$ cat config.mk
export PLATFORM = sky130hd
export DESIGN_NAME = btn_conditioner
export DESIGN_NICKNAME = d
export VERILOG_FILES = /design/src/rtl/btn_conditioner_pkg.sv /design/src/rtl/btn_conditioner_db_chan.sv /design/src/rtl/btn_conditioner.sv
export SDC_FILE = /design/constraint.sdc
export NUM_CORES = 1
export LEC_CHECK = 0
export CAP_MARGIN = 20
export CORE_MARGIN = 2
export CORE_UTILIZATION = 45
export CTS_BUF_LIST = sky130_fd_sc_hd__clkbuf_4
export DETAILED_ROUTE_END_ITERATION = 8
export DONT_BUFFER_PORTS = 1
export SLEW_MARGIN = 30
export SYNTH_ARGS = -nofsm -noshare
export SYNTH_HDL_FRONTEND = slang
export SYNTH_SLANG_ARGS = --single-unit
$ cat constraint.sdc
create_clock -name clk -period 10.16 [get_ports clk]
set_input_delay 2.032 -clock clk [delete_from_list [all_inputs] [get_ports clk]]
set_output_delay 2.032 -clock clk [all_outputs]
set_load 0.02 [all_outputs]
$ cat src/rtl/btn_conditioner_pkg.sv
// Shared types and helpers for the button conditioner: debounce FSM states
// and counter sizing.
package btn_conditioner_pkg;

  typedef enum logic [1:0] {
    ST_ZERO  = 2'd0,
    ST_WAIT1 = 2'd1,
    ST_ONE   = 2'd2,
    ST_WAIT0 = 2'd3
  } db_state_t;

  // Bits needed to hold values 0..max_val (never less than one).
  function automatic int cnt_w(input int max_val);
    return (max_val < 2) ? 1 : $clog2(max_val + 1);
  endfunction

endpackage

$ cat src/rtl/btn_conditioner_db_chan.sv
// One button channel: two-flop synchronizer, debounce FSM, auto-repeat
// counter and registered level/tick outputs.
module btn_db_chan
  import btn_conditioner_pkg::*;
#(
  parameter int DB_CYCLES  = 500_000,
  parameter int REP_DELAY  = 25_000_000,
  parameter int REP_PERIOD = 5_000_000
) (
  input  logic clk,
  input  logic reset,
  input  logic raw,
  output logic level,
  output logic tick
);

  localparam int DB_W    = cnt_w(DB_CYCLES - 1);
  localparam int REP_MAX = ((REP_DELAY > REP_PERIOD) ? REP_DELAY : REP_PERIOD) - 1;
  localparam int REP_W   = cnt_w(REP_MAX);

  localparam logic [DB_W-1:0]  DB_LOAD         = DB_W'(DB_CYCLES - 1);
  localparam logic [REP_W-1:0] REP_DELAY_LOAD  = REP_W'((REP_DELAY > 0) ? REP_DELAY - 1 : 0);
  localparam logic [REP_W-1:0] REP_PERIOD_LOAD = REP_W'(REP_PERIOD - 1);

  logic             meta_reg, sync_reg;
  db_state_t        state_reg, state_next;
  logic [DB_W-1:0]  db_cnt_reg, db_cnt_next;
  logic [REP_W-1:0] rep_cnt_reg, rep_cnt_next;
  logic             level_reg, level_next;
  logic             tick_reg, tick_next;
  logic             press;

  always_ff @(posedge clk or posedge reset) begin
    if (reset) begin
      meta_reg    <= 1'b0;
      sync_reg    <= 1'b0;
      state_reg   <= ST_ZERO;
      db_cnt_reg  <= '0;
      rep_cnt_reg <= '0;
      level_reg   <= 1'b0;
      tick_reg    <= 1'b0;
    end else begin
      meta_reg    <= raw;
      sync_reg    <= meta_reg;
      state_reg   <= state_next;
      db_cnt_reg  <= db_cnt_next;
      rep_cnt_reg <= rep_cnt_next;
      level_reg   <= level_next;
      tick_reg    <= tick_next;
    end
  end

  always_comb begin
    state_next   = state_reg;
    db_cnt_next  = db_cnt_reg;
    rep_cnt_next = rep_cnt_reg;
    tick_next    = 1'b0;
    press        = 1'b0;

    unique case (state_reg)
      ST_ZERO: begin
        if (sync_reg) begin
          state_next  = ST_WAIT1;
          db_cnt_next = DB_LOAD;
        end
      end
      ST_WAIT1: begin
        if (!sync_reg) begin
          state_next = ST_ZERO;
        end else if (db_cnt_reg != '0) begin
          db_cnt_next = db_cnt_reg - DB_W'(1);
        end else begin
          state_next = ST_ONE;
          press      = 1'b1;
        end
      end
      ST_ONE: begin
        if (!sync_reg) begin
          state_next  = ST_WAIT0;
          db_cnt_next = DB_LOAD;
        end
      end
      ST_WAIT0: begin
        if (sync_reg) begin
          state_next = ST_ONE;
        end else if (db_cnt_reg == '0) begin
          state_next = ST_ZERO;
        end else begin
          db_cnt_next = db_cnt_reg - DB_W'(1);
        end
      end
    endcase

    // A bounce back from WAIT0 to ONE keeps the repeat cadence running;
    // only a real press reloads the initial delay.
    if (press) begin
      tick_next    = 1'b1;
      rep_cnt_next = REP_DELAY_LOAD;
    end else if (state_next == ST_ZERO) begin
      rep_cnt_next = '0;
    end else if ((REP_DELAY != 0) &&
                 ((state_reg == ST_ONE) || (state_reg == ST_WAIT0))) begin
      if (rep_cnt_reg == '0) begin
        tick_next    = 1'b1;
        rep_cnt_next = REP_PERIOD_LOAD;
      end else begin
        rep_cnt_next = rep_cnt_reg - REP_W'(1);
      end
    end

    level_next = (state_next == ST_ONE) || (state_next == ST_WAIT0);
  end

  assign level = level_reg;
  assign tick  = tick_reg;

endmodule

$ cat src/rtl/btn_conditioner.sv
// Input conditioning for the text-screen generator: debounced buttons with
// press/repeat ticks, plus a synchronized switch bus.
module btn_conditioner #(
  parameter int N_BTN      = 3,
  parameter int N_SW       = 7,
  parameter int DB_CYCLES  = 500_000,
  parameter int REP_DELAY  = 25_000_000,
  parameter int REP_PERIOD = 5_000_000
) (
  input  logic             clk,
  input  logic             reset,
  input  logic [N_BTN-1:0] btn_raw,
  input  logic [N_SW-1:0]  sw_raw,
  output logic [N_BTN-1:0] btn_level,
  output logic [N_BTN-1:0] btn_tick,
  output logic [N_SW-1:0]  sw_sync
);

  logic [N_SW-1:0] sw_meta_reg, sw_sync_reg;

  generate
    for (genvar gi = 0; gi < N_BTN; gi++) begin : g_chan
      btn_db_chan #(
        .DB_CYCLES (DB_CYCLES),
        .REP_DELAY (REP_DELAY),
        .REP_PERIOD(REP_PERIOD)
      ) u_chan (
        .clk  (clk),
        .reset(reset),
        .raw  (btn_raw[gi]),
        .level(btn_level[gi]),
        .tick (btn_tick[gi])
      );
    end
  endgenerate

  always_ff @(posedge clk or posedge reset) begin
    if (reset) begin
      sw_meta_reg <= '0;
      sw_sync_reg <= '0;
    end else begin
      sw_meta_reg <= sw_raw;
      sw_sync_reg <= sw_meta_reg;
    end
  end

  assign sw_sync = sw_sync_reg;

endmodule

==> results_dict.tcl, run 1 <==
set metrics [dict create \
    yosysUniqueCellTypes 80 \
    drc 0 \
    async_flop_share_pct 100 \
    cts_sinks 164 \
    finClkSkew_ns 0.0254 \
    rsz0062_at_grt "no" \
    clk_pin_slew_ns 0.15 \
    largest_reg_flops 75 \
    p_clk_share_pct 34.0 \
    hold_class "flip-flop to flip-flop" \
    swShare_pct 28.5 \
    hpwl_mm 14.2 \
    die_area_um2 21300 \
    die_h_um 146 \
    cts_max_level 4 \
    drt_iter0_drc 598 \
    worstHoldStart "sw_meta_reg[2]$_DFF_PP0_" \
    gp_congestion 0.826 \
    port-buffer-count 0 \
    clock_latency_ns 0.59 \
    worst_pin_slew_ns 0.937 \
    maxSlewHeadroom_pct 37.3 \
    status "finished, final reports clean" \
    rr_startpoint "g_chan[0].u_chan.db_cnt_reg[5]$_DFFE_PP0P_" \
    cp_common_cell "or4_1" \
    ff2ff_path_depth 5 \
    synth_edf_count 0 \
    period_needed_ns 3.48 \
    switchingPower_uw 355 \
    vias 7584 \
    synth.ff_latch_count 164 \
    comb_power_share_pct 10.2 \
    post-cts-setup-buffers 0 \
    worstSetupStartpoint "g_chan[0].u_chan.db_cnt_reg[5]$_DFFE_PP0P_" \
    finalMaxSlewViolations 0 \
    core.rowCount 51 \
    cts_made_buffers 17 \
    dp_cells 1204 \
    ctsHoldBuffers 0 \
    grt_pass1_vias 7102 \
    fin_cells 1237 \
    antenna_left 0 \
    drt_pass1_iterations 5 \
    synthesis.area_um2 9060 \
    internal-power_uw 892 \
    crit_type "flip-flop to flip-flop" \
    crit_path_end_kind "flip-flop" \
    synth_ff_type "dfrtp_1" \
    grt_usage_pct 20.6 \
    max-vdd-ir-drop_uv 117 \
    grt.overflow.total 0 \
    worstPathRequired_ns 10.59 \
    final.period_utilization_pct 34.3 \
    post_cts_resized 0 \
    grt_max_degree 100 \
    worstPathCellList "or4_1, or4_1, o21a_1, nor2_1, nor3_1" \
    yosysWarnings 0 \
    ys_seq_area_share_pct 45.3 \
    cts_tree "built" \
    syn_avg_cell_area_um2 9.22 \
    wl_per_cell_um 17.1 \
    syn2layout_area_growth_pct 5.08 \
    synthesis.nets 1001 \
    wirelength_mm 21.1 \
    max_freq_mhz 287 \
    cts_buffer_depth 2 \
    root_buffer "clkbuf_4" \
    powerDensity_nw_per_um2 131 \
    final_nets 976 \
    holdPathStages 0 \
    worst-path-max-fanout 17 \
    seqPwrFrac_pct 55.8 \
    die_w_um 146 \
    cp_slowest_stage_delay_ns 0.91 \
    antenna_found_initial 1 \
    syn_inst 983 \
    p_leak_nw 3.91 \
    drive_above_1_share_pct 7.83 \
    startpoint_type "flip-flop" \
    cp_data_arrival_time_ns 3.91 \
    cap_violations 0 \
    slowest_stage "or4_1" \
    viasPerCell 6.13 \
    finalHoldViolCount 0 \
    core-area_um2 19600 \
    final-setup-viol-count 0 \
    initial_core_util_pct 46.3 \
    grt_pass1_wl_mm 36.5 \
    io_pins 25 \
    tns_ns 0 \
]
## per-layer routing
layer	vias up	GRT usage [%]	share of wire, %
met5	-	0	0
met4	0	6.23	1.3
met3	19	3.67	3.3
met2	141	31.3	47
met1	3716	30.2	49
li1	3708	-	-
## metrics by stage
stage	hold slack, ns	total power [mW]	util, %	worst slack, ns	area (um2)
finish	0.368	1.25	48.6	6.68	9530
global route	0.386	1.31	48.6	6.51	9530
CTS	0.371	1.26	48.6	6.65	9520
detailed placement	0.335	0.836	47.0	6.52	9210
global placement	0.333	0.835	47.0	6.54	9210
floorplan	0.331	0.806	-	3.69	9060
## layout by cell type (no fill, tap or decap), types with 7 or more instances in the layout
cell type,Yosys,final
nor3_1,47,47
a211oi_1,17,17
o31ai_1,26,26
nand2b_1,13,13
nand2_1,80,80
or3_1,23,23
dfrtp_1,164,164
buf_4,8,8
nand4_1,14,14
a21oi_1,57,56
xor2_1,17,17
or4_1,32,32
and3_1,10,10
nor4_1,28,28
o22ai_1,7,7
nand3_1,20,20
o32ai_1,12,12
nor2_1,84,83
xnor2_1,9,9
o21ai_0,47,47
a31oi_1,8,8
a22oi_1,7,7
or2_2,8,8
o211ai_1,24,24
a22o_1,10,10
clkbuf_4,0,18
inv_1,37,36
## critical path, delay by kind of cell, from the launching register on
kind / cells / cell delay [ns]
AOI/OAI and AO/OA: 1 / 0.37
and+or+nand+nor: 4 / 2.47
DFF: 1 / 0.47
## final cells by class
class	count	area, um2
fillers	1910	10100
multi-input cells	728	4560
repair buffers	8	60.1
well taps	265	332
diodes	1	2.50
flip-flops and latches	164	4100
clock inverters	14	178
clock buffers	18	135
inverters	39	154
## logic make-up after synthesis
logic type      count (synthesis)  share of synthesized area [%]
compound gates                281                           21.8
xor+xnor                       26                           2.51
fa+ha+maj                       6                          0.828
buf+inv                        91                           4.49
flops                         164                           45.3
mux                             6                          0.663
simple gates                  409                           24.5
## worst paths after layout
kind	end	slack, ns
setup / recovery	g_chan[0].u_chan.rep_cnt_reg[9]$_DFFE_PP0P_	6.68
hold reg to reg	sw_sync[2]$_DFF_PP0_	0.37
min in group asynchronous	g_chan[1].u_chan.rep_cnt_reg[17]$_DFFE_PP0P_	1.38
hold / removal	sw_sync[2]$_DFF_PP0_	0.37
max in group asynchronous	g_chan[0].u_chan.rep_cnt_reg[21]$_DFFE_PP0P_	7.45
setup reg to reg	g_chan[0].u_chan.rep_cnt_reg[9]$_DFFE_PP0P_	6.68
## power by group through the flow
stage | registers, mW | logic (mW) | clock network, mW
after floorplan | 0.699 | 0.106 | 0
after global placement | 0.708 | 0.127 | 0
after detailed placement | 0.708 | 0.128 | 0
after CTS | 0.696 | 0.129 | 0.439
after global routing | 0.700 | 0.145 | 0.467
final | 0.696 | 0.127 | 0.424
## Yosys cell counts, types with 4 or more instances
master	number	area, um2
a22o_1	10	87.6
o22ai_1	7	43.8
dfrtp_1	164	4100
nor2b_1	4	25.0
a21oi_1	57	285
o32ai_1	12	105
or4_1	32	240
a31oi_1	8	50.1
and4_1	6	52.6
xor2_1	17	149
inv_1	37	139
buf_4	8	60.1
nor3b_1	6	45.0
o41ai_1	6	52.6
nand3_1	20	100
o2111ai_1	6	52.6
nand4b_1	5	43.8
or4b_2	4	40.0
o21a_1	4	30.0
a211oi_1	17	128
nand4_1	14	87.6
nand2b_1	13	81.3
buf_2	10	50.1
and2_1	5	31.3
a311oi_1	5	43.8
nor2_1	84	315
or2_2	8	50.1
nor4_1	28	175
nand2_1	80	300
o31ai_1	26	195
o211ai_1	24	180
and3_1	10	62.6
xnor2_1	9	78.8
or3_1	23	144
nor3_1	47	235
mux2i_1	6	60.1
ha_1	6	75.1
o21ai_0	47	235
clkbuf_1	31	116
a21o_1	5	37.5
a22oi_1	7	52.6
No activity file was read; power rests on OpenSTA's default activity.
==> run 2: changes to the inputs <==
==> constraint.sdc (replaced) <==
create_clock -name clk -period 3.6 [get_ports clk]
set_input_delay 0.72 -clock clk [delete_from_list [all_inputs] [get_ports clk]]
set_output_delay 0.72 -clock clk [all_outputs]
set_load 0.02 [all_outputs]
==> results_dict.tcl, run 2 (synthesized netlist as in run 1, its figures left out) <==
set metrics [dict create \
    stdcell_area_um2 9710 \
    cts_made_buffers 17 \
    worst_pin_slew_ns 0.892 \
    crit_path_end_kind "flip-flop" \
    vias 7605 \
    grt_usage_pct 20.9 \
    wirelength_mm 21.6 \
    final-setup-viol-count 0 \
    rsz0062_at_grt "no" \
    worstPathCellList "or4_1, or4_1, buf_4, o21ai_2, o21ai_0, a221oi_1" \
    cts_tree "built" \
    p_leak_nw 4.04 \
    drc 0 \
    post_dp_cell_area_um2 9400 \
    slowest_stage "or4_1" \
    cap_violations 0 \
    cts_buffer_depth 2 \
    die_w_um 146 \
    io_pins 25 \
    post_cts_resized 0 \
    final_common_cell "dfrtp_1" \
    clock_latency_ns 0.57 \
    worst-path-max-fanout 17 \
    syn2layout_area_growth_pct 7.08 \
    viasPerCell 6.04 \
    pre_cts_ws_ns 0.669 \
    powerDensity_nw_per_um2 362 \
    clk_pin_slew_ns 0.15 \
    root_buffer "clkbuf_4" \
    grt_max_degree 59 \
    cts_max_level 4 \
    die_area_um2 21300 \
    finClkSkew_ns 0.0227 \
    period_needed_ns 2.98 \
    crit_type "flip-flop to flip-flop" \
    wl_per_cell_um 17.1 \
    post-cts-setup-buffers 0 \
    die_h_um 146 \
    antenna_found_initial 2 \
    setup_ws_ns 0.616 \
    final.period_utilization_pct 82.9 \
    gp_congestion 0.864 \
    core.rowCount 51 \
    final_cell_mix "dfrtp_1, nor2_1, nand2_1, a21oi_1" \
    core-area_um2 19600 \
    tns_ns 0 \
    largest_reg_flops 75 \
    drive_above_1_share_pct 9.86 \
    drt_iter0_drc 616 \
    worstPathRequired_ns 4.09 \
    power.total_mw 3.51 \
    hpwl_mm 15.0 \
    grt_pass1_wl_mm 36.9 \
    drt_pass1_iterations 7 \
    cp_data_arrival_time_ns 3.47 \
    initial_core_util_pct 46.3 \
    finalHoldViolCount 0 \
    max_freq_mhz 335 \
    cts_sinks 164 \
    finalMaxSlewViolations 0 \
    maxSlewHeadroom_pct 40.5 \
    grt_pass1_vias 7162 \
    max-vdd-ir-drop_uv 218 \
    ctsHoldBuffers 0 \
    cp_common_cell "or4_1" \
    hold_class "primary input to asynchronous set/reset pin" \
    final_nets 999 \
    fin_util_pct 49.5 \
    antenna_left 0 \
    grt.overflow.total 0 \
    startpoint_type "flip-flop" \
    status "finished, final reports clean" \
    cp_slowest_stage_delay_ns 0.69 \
    port-buffer-count 0 \
]
run 2: final timing paths:
kind                       slack (ns)                                        from                                      endpoint  cells after the start
max                              0.62  g_chan[0].u_chan.db_cnt_reg[5]$_DFFE_PP0P_  g_chan[0].u_chan.rep_cnt_reg[14]$_DFFE_PP0P_                      6
max reg2reg                      0.62  g_chan[0].u_chan.db_cnt_reg[5]$_DFFE_PP0P_  g_chan[0].u_chan.rep_cnt_reg[14]$_DFFE_PP0P_                      6
min reg2reg                      0.37                    sw_meta_reg[3]$_DFF_PP0_                          sw_sync[3]$_DFF_PP0_                      0
max in group asynchronous        2.64                                       reset  g_chan[2].u_chan.rep_cnt_reg[13]$_DFFE_PP0P_                      2
min                              0.15                                       reset               g_chan[0].u_chan.tick$_DFF_PP0_                      1
min in group clk                 0.15                                   sw_raw[0]                      sw_meta_reg[0]$_DFF_PP0_                      0
run 2: power breakdown:
group          internal, mW  switching (mW)  total (mW)  leakage [nW]
sequential             1.89          0.0688        1.96          2.07
clock                 0.445           0.731        1.18         0.165
combinational         0.137           0.238       0.374          1.80
run 2: final cells by class:
type | instances | area (um2)
fill | 1912 | 9880
timing repair buffer | 31 | 258
clock buffer | 18 | 135
inverter | 39 | 150
multi-input combinational | 728 | 4560
tap | 265 | 332
antenna | 1 | 2.50
clock inverter | 14 | 168
sequential | 164 | 4100
run 2: worst max-delay path: cells and delay by family, from the launching register on:
kind,cells,cell delay (ns)
flops,1,0.46
simple gates,2,1.23
buf+inv,1,0.22
compound gates,3,0.99
run 2: routing by layer:
| layer | global-route usage (%) | routed length (um) | up-vias |
|---|---|---|---|
| met3 | 3.51 | 807 | 17 |
| met2 | 32.9 | 9950 | 146 |
| met1 | 30.2 | 10600 | 3705 |
| li1 | - | - | 3735 |
| met5 | 0 | 13 | - |
| met4 | 5.15 | 241 | 2 |
run 2: stage by stage:
step / cells / hold slack, ns
final: 1260 / 0.150
after global routing: 1260 / 0.0830
after CTS: 1259 / 0.107
after detailed placement: 1227 / 0.335
after global placement: 1227 / 0.333
after floorplan: 983 / 0.331
==> run 3: changes to the inputs <==
==> constraint.sdc (replaced) <==
create_clock -name clk -period 2.6 [get_ports clk]
set_input_delay 0.52 -clock clk [delete_from_list [all_inputs] [get_ports clk]]
set_output_delay 0.52 -clock clk [all_outputs]
set_load 0.02 [all_outputs]
==> results_dict.tcl, run 3 (synthesized netlist as in run 1, its figures left out) <==
set metrics [dict create \
    status "finished, final reports clean" \
    wirelength_mm 22.8 \
    drt_iter0_drc 639 \
    hold_class "flip-flop to flip-flop" \
    final-setup-viol-count 0 \
    cp_num_buf_inv 1 \
    period_needed_ns 2.58 \
    io_pins 25 \
    clock_latency_ns 0.57 \
    n_fill_cell 1801 \
    max-vdd-ir-drop_uv 298 \
    cap_violations 0 \
    whs_ns 0.375 \
    final.period_utilization_pct 99.3 \
    wl_per_cell_um 16.8 \
    crit_type "flip-flop to flip-flop" \
    viasPerCell 5.93 \
    critPathTopFamily "simple AND/OR/NAND/NOR gates" \
    final_common_cell "dfrtp_1" \
    cts_made_buffers 17 \
    p_leak_nw 4.49 \
    die_w_um 146 \
    cts_sinks 164 \
    worstPathRequired_ns 3.06 \
    worstSetupPathDepth 7 \
    cp_slowest_stage_delay_ns 0.54 \
    ff2ff_path_depth 7 \
    slowest_stage "or4_4" \
    grt_pass1_wl_mm 38.8 \
    root_buffer "clkbuf_4" \
    worstPathCellList "inv_1, ha_2, or4b_4, or4_4, or4_4, a31oi_4, a21oi_1" \
    cts_buffer_depth 2 \
    clk_pin_slew_ns 0.15 \
    cts_max_level 4 \
    post_dp_cell_area_um2 10000 \
    multiInputGateArea_um2 4650 \
    syn2layout_area_growth_pct 16.3 \
    hpwl_mm 15.8 \
    rsz0062_at_grt "yes" \
    port-buffer-count 0 \
    drc 0 \
    final_nets 1098 \
    endpoint "g_chan[1].u_chan.rep_cnt_reg[15]$_DFFE_PP0P_" \
    timing.rr.end "g_chan[1].u_chan.rep_cnt_reg[15]$_DFFE_PP0P_" \
    cts_tree "built" \
    finClkSkew_ns 0.0206 \
    grt_pass1_vias 7667 \
    drt_pass1_iterations 5 \
    r2r_slack_ns 0.02 \
    startpoint_type "flip-flop" \
    grt_max_degree 93 \
    cp_data_arrival_time_ns 3.04 \
    powerDensity_nw_per_um2 453 \
    stdcell_area_um2 10500 \
    die_h_um 146 \
    maxSlewHeadroom_pct 53.8 \
    worstSetupStartpoint "g_chan[1].u_chan.rep_cnt_reg[0]$_DFFE_PP0P_" \
    initial_core_util_pct 46.3 \
    antenna_found_initial 1 \
    antenna_left 0 \
    drive_above_1_share_pct 18.9 \
    gp_congestion 0.896 \
    ff_latch_area_um2 4100 \
    rr_startpoint "g_chan[1].u_chan.rep_cnt_reg[0]$_DFFE_PP0P_" \
    finalHoldViolCount 0 \
    finalMaxSlewViolations 0 \
    worst-path-max-fanout 6 \
    grt.overflow.total 0 \
    final_cell_mix "dfrtp_1, buf_4, nor2_1, nand2_1, a21oi_1" \
    die_area_um2 21300 \
    worst_pin_slew_ns 0.687 \
    cp_common_cell "or4_4" \
    crit_path_end_kind "flip-flop" \
    largest_reg_flops 75 \
    grt_usage_pct 21.9 \
    core-area_um2 19600 \
    max_freq_mhz 387 \
    core.rowCount 51 \
    vias 8049 \
]
run 3: how the worst min path moves through the flow:
stage	from	endpoint	slack, ns	depth (start not counted)
2_1_floorplan	g_chan[0].u_chan.meta_reg$_DFF_PP0_	g_chan[0].u_chan.sync_reg$_DFF_PP0_	0.33	0
3_3_place_gp	sw_meta_reg[6]$_DFF_PP0_	sw_sync[6]$_DFF_PP0_	0.33	0
3_5_place_dp	sw_meta_reg[0]$_DFF_PP0_	sw_sync[0]$_DFF_PP0_	0.34	0
4_1_cts	g_chan[2].u_chan.meta_reg$_DFF_PP0_	g_chan[2].u_chan.sync_reg$_DFF_PP0_	0.38	0
5_1_grt	g_chan[2].u_chan.meta_reg$_DFF_PP0_	g_chan[2].u_chan.sync_reg$_DFF_PP0_	0.38	0
6_report	g_chan[2].u_chan.meta_reg$_DFF_PP0_	g_chan[2].u_chan.sync_reg$_DFF_PP0_	0.37	0
run 3: cell type report:
cell class	count	area share, %
Sequential cell	164	38.9
Timing Repair Buffer	130	9.98
Antenna cell	1	0.0237
Tap cell	265	3.14
Clock inverter	14	1.16
Multi-Input combinational cell	728	44.1
Inverter	39	1.42
Clock buffer	17	1.21
run 3: worst register-to-register path, stage by stage, from the launching register on:
cell,delay [ns]
dfrtp_1,0.41
inv_1,0.06
ha_2,0.18
or4b_4,0.47
or4_4,0.43
or4_4,0.54
a31oi_4,0.30
a21oi_1,0.07
run 3: per-stage QoR:
| step | cells | total power, mW | setup TNS, ns | utilization [%] | setup WS, ns |
|---|---|---|---|---|---|
| finish | 1358 | 4.78 | 0 | 53.8 | 0.0190 |
| global route | 1358 | 5.03 | -0.375 | 53.8 | -0.0756 |
| CTS | 1351 | 4.82 | 0 | 53.1 | 0.000916 |
| detailed placement | 1306 | 3.35 | -0.104 | 51.1 | -0.0246 |
| global placement | 1306 | 3.34 | 0 | 51.1 | 0.0169 |
| floorplan | 983 | 3.15 | -1.42 | - | -0.0996 |
run 3: timing repair:
action / CTS / global route
setup buffers: 3 / 6
cloned: 0 / 0
resized for setup: 2 / 24
hold endpoints to repair: 173 / 0
pin swaps: 2 / 4
hold buffers: 11 / 0
setup endpoints to repair: 8 / 61
run 3: per-layer routing:
metal	vias to the layer above	GRT usage, %	wire (um)
li1	3932	-	-
met1	3940	31.9	11000
met2	159	34.0	10800
met3	18	3.32	845
met4	0	6.42	236
met5	-	0	0
run 3: report_power, final:
group | total [mW] | switching, mW | internal [mW]
clock | 1.43 | 1.02 | 0.404
sequential | 2.70 | 0.0746 | 2.62
combinational | 0.655 | 0.380 | 0.275
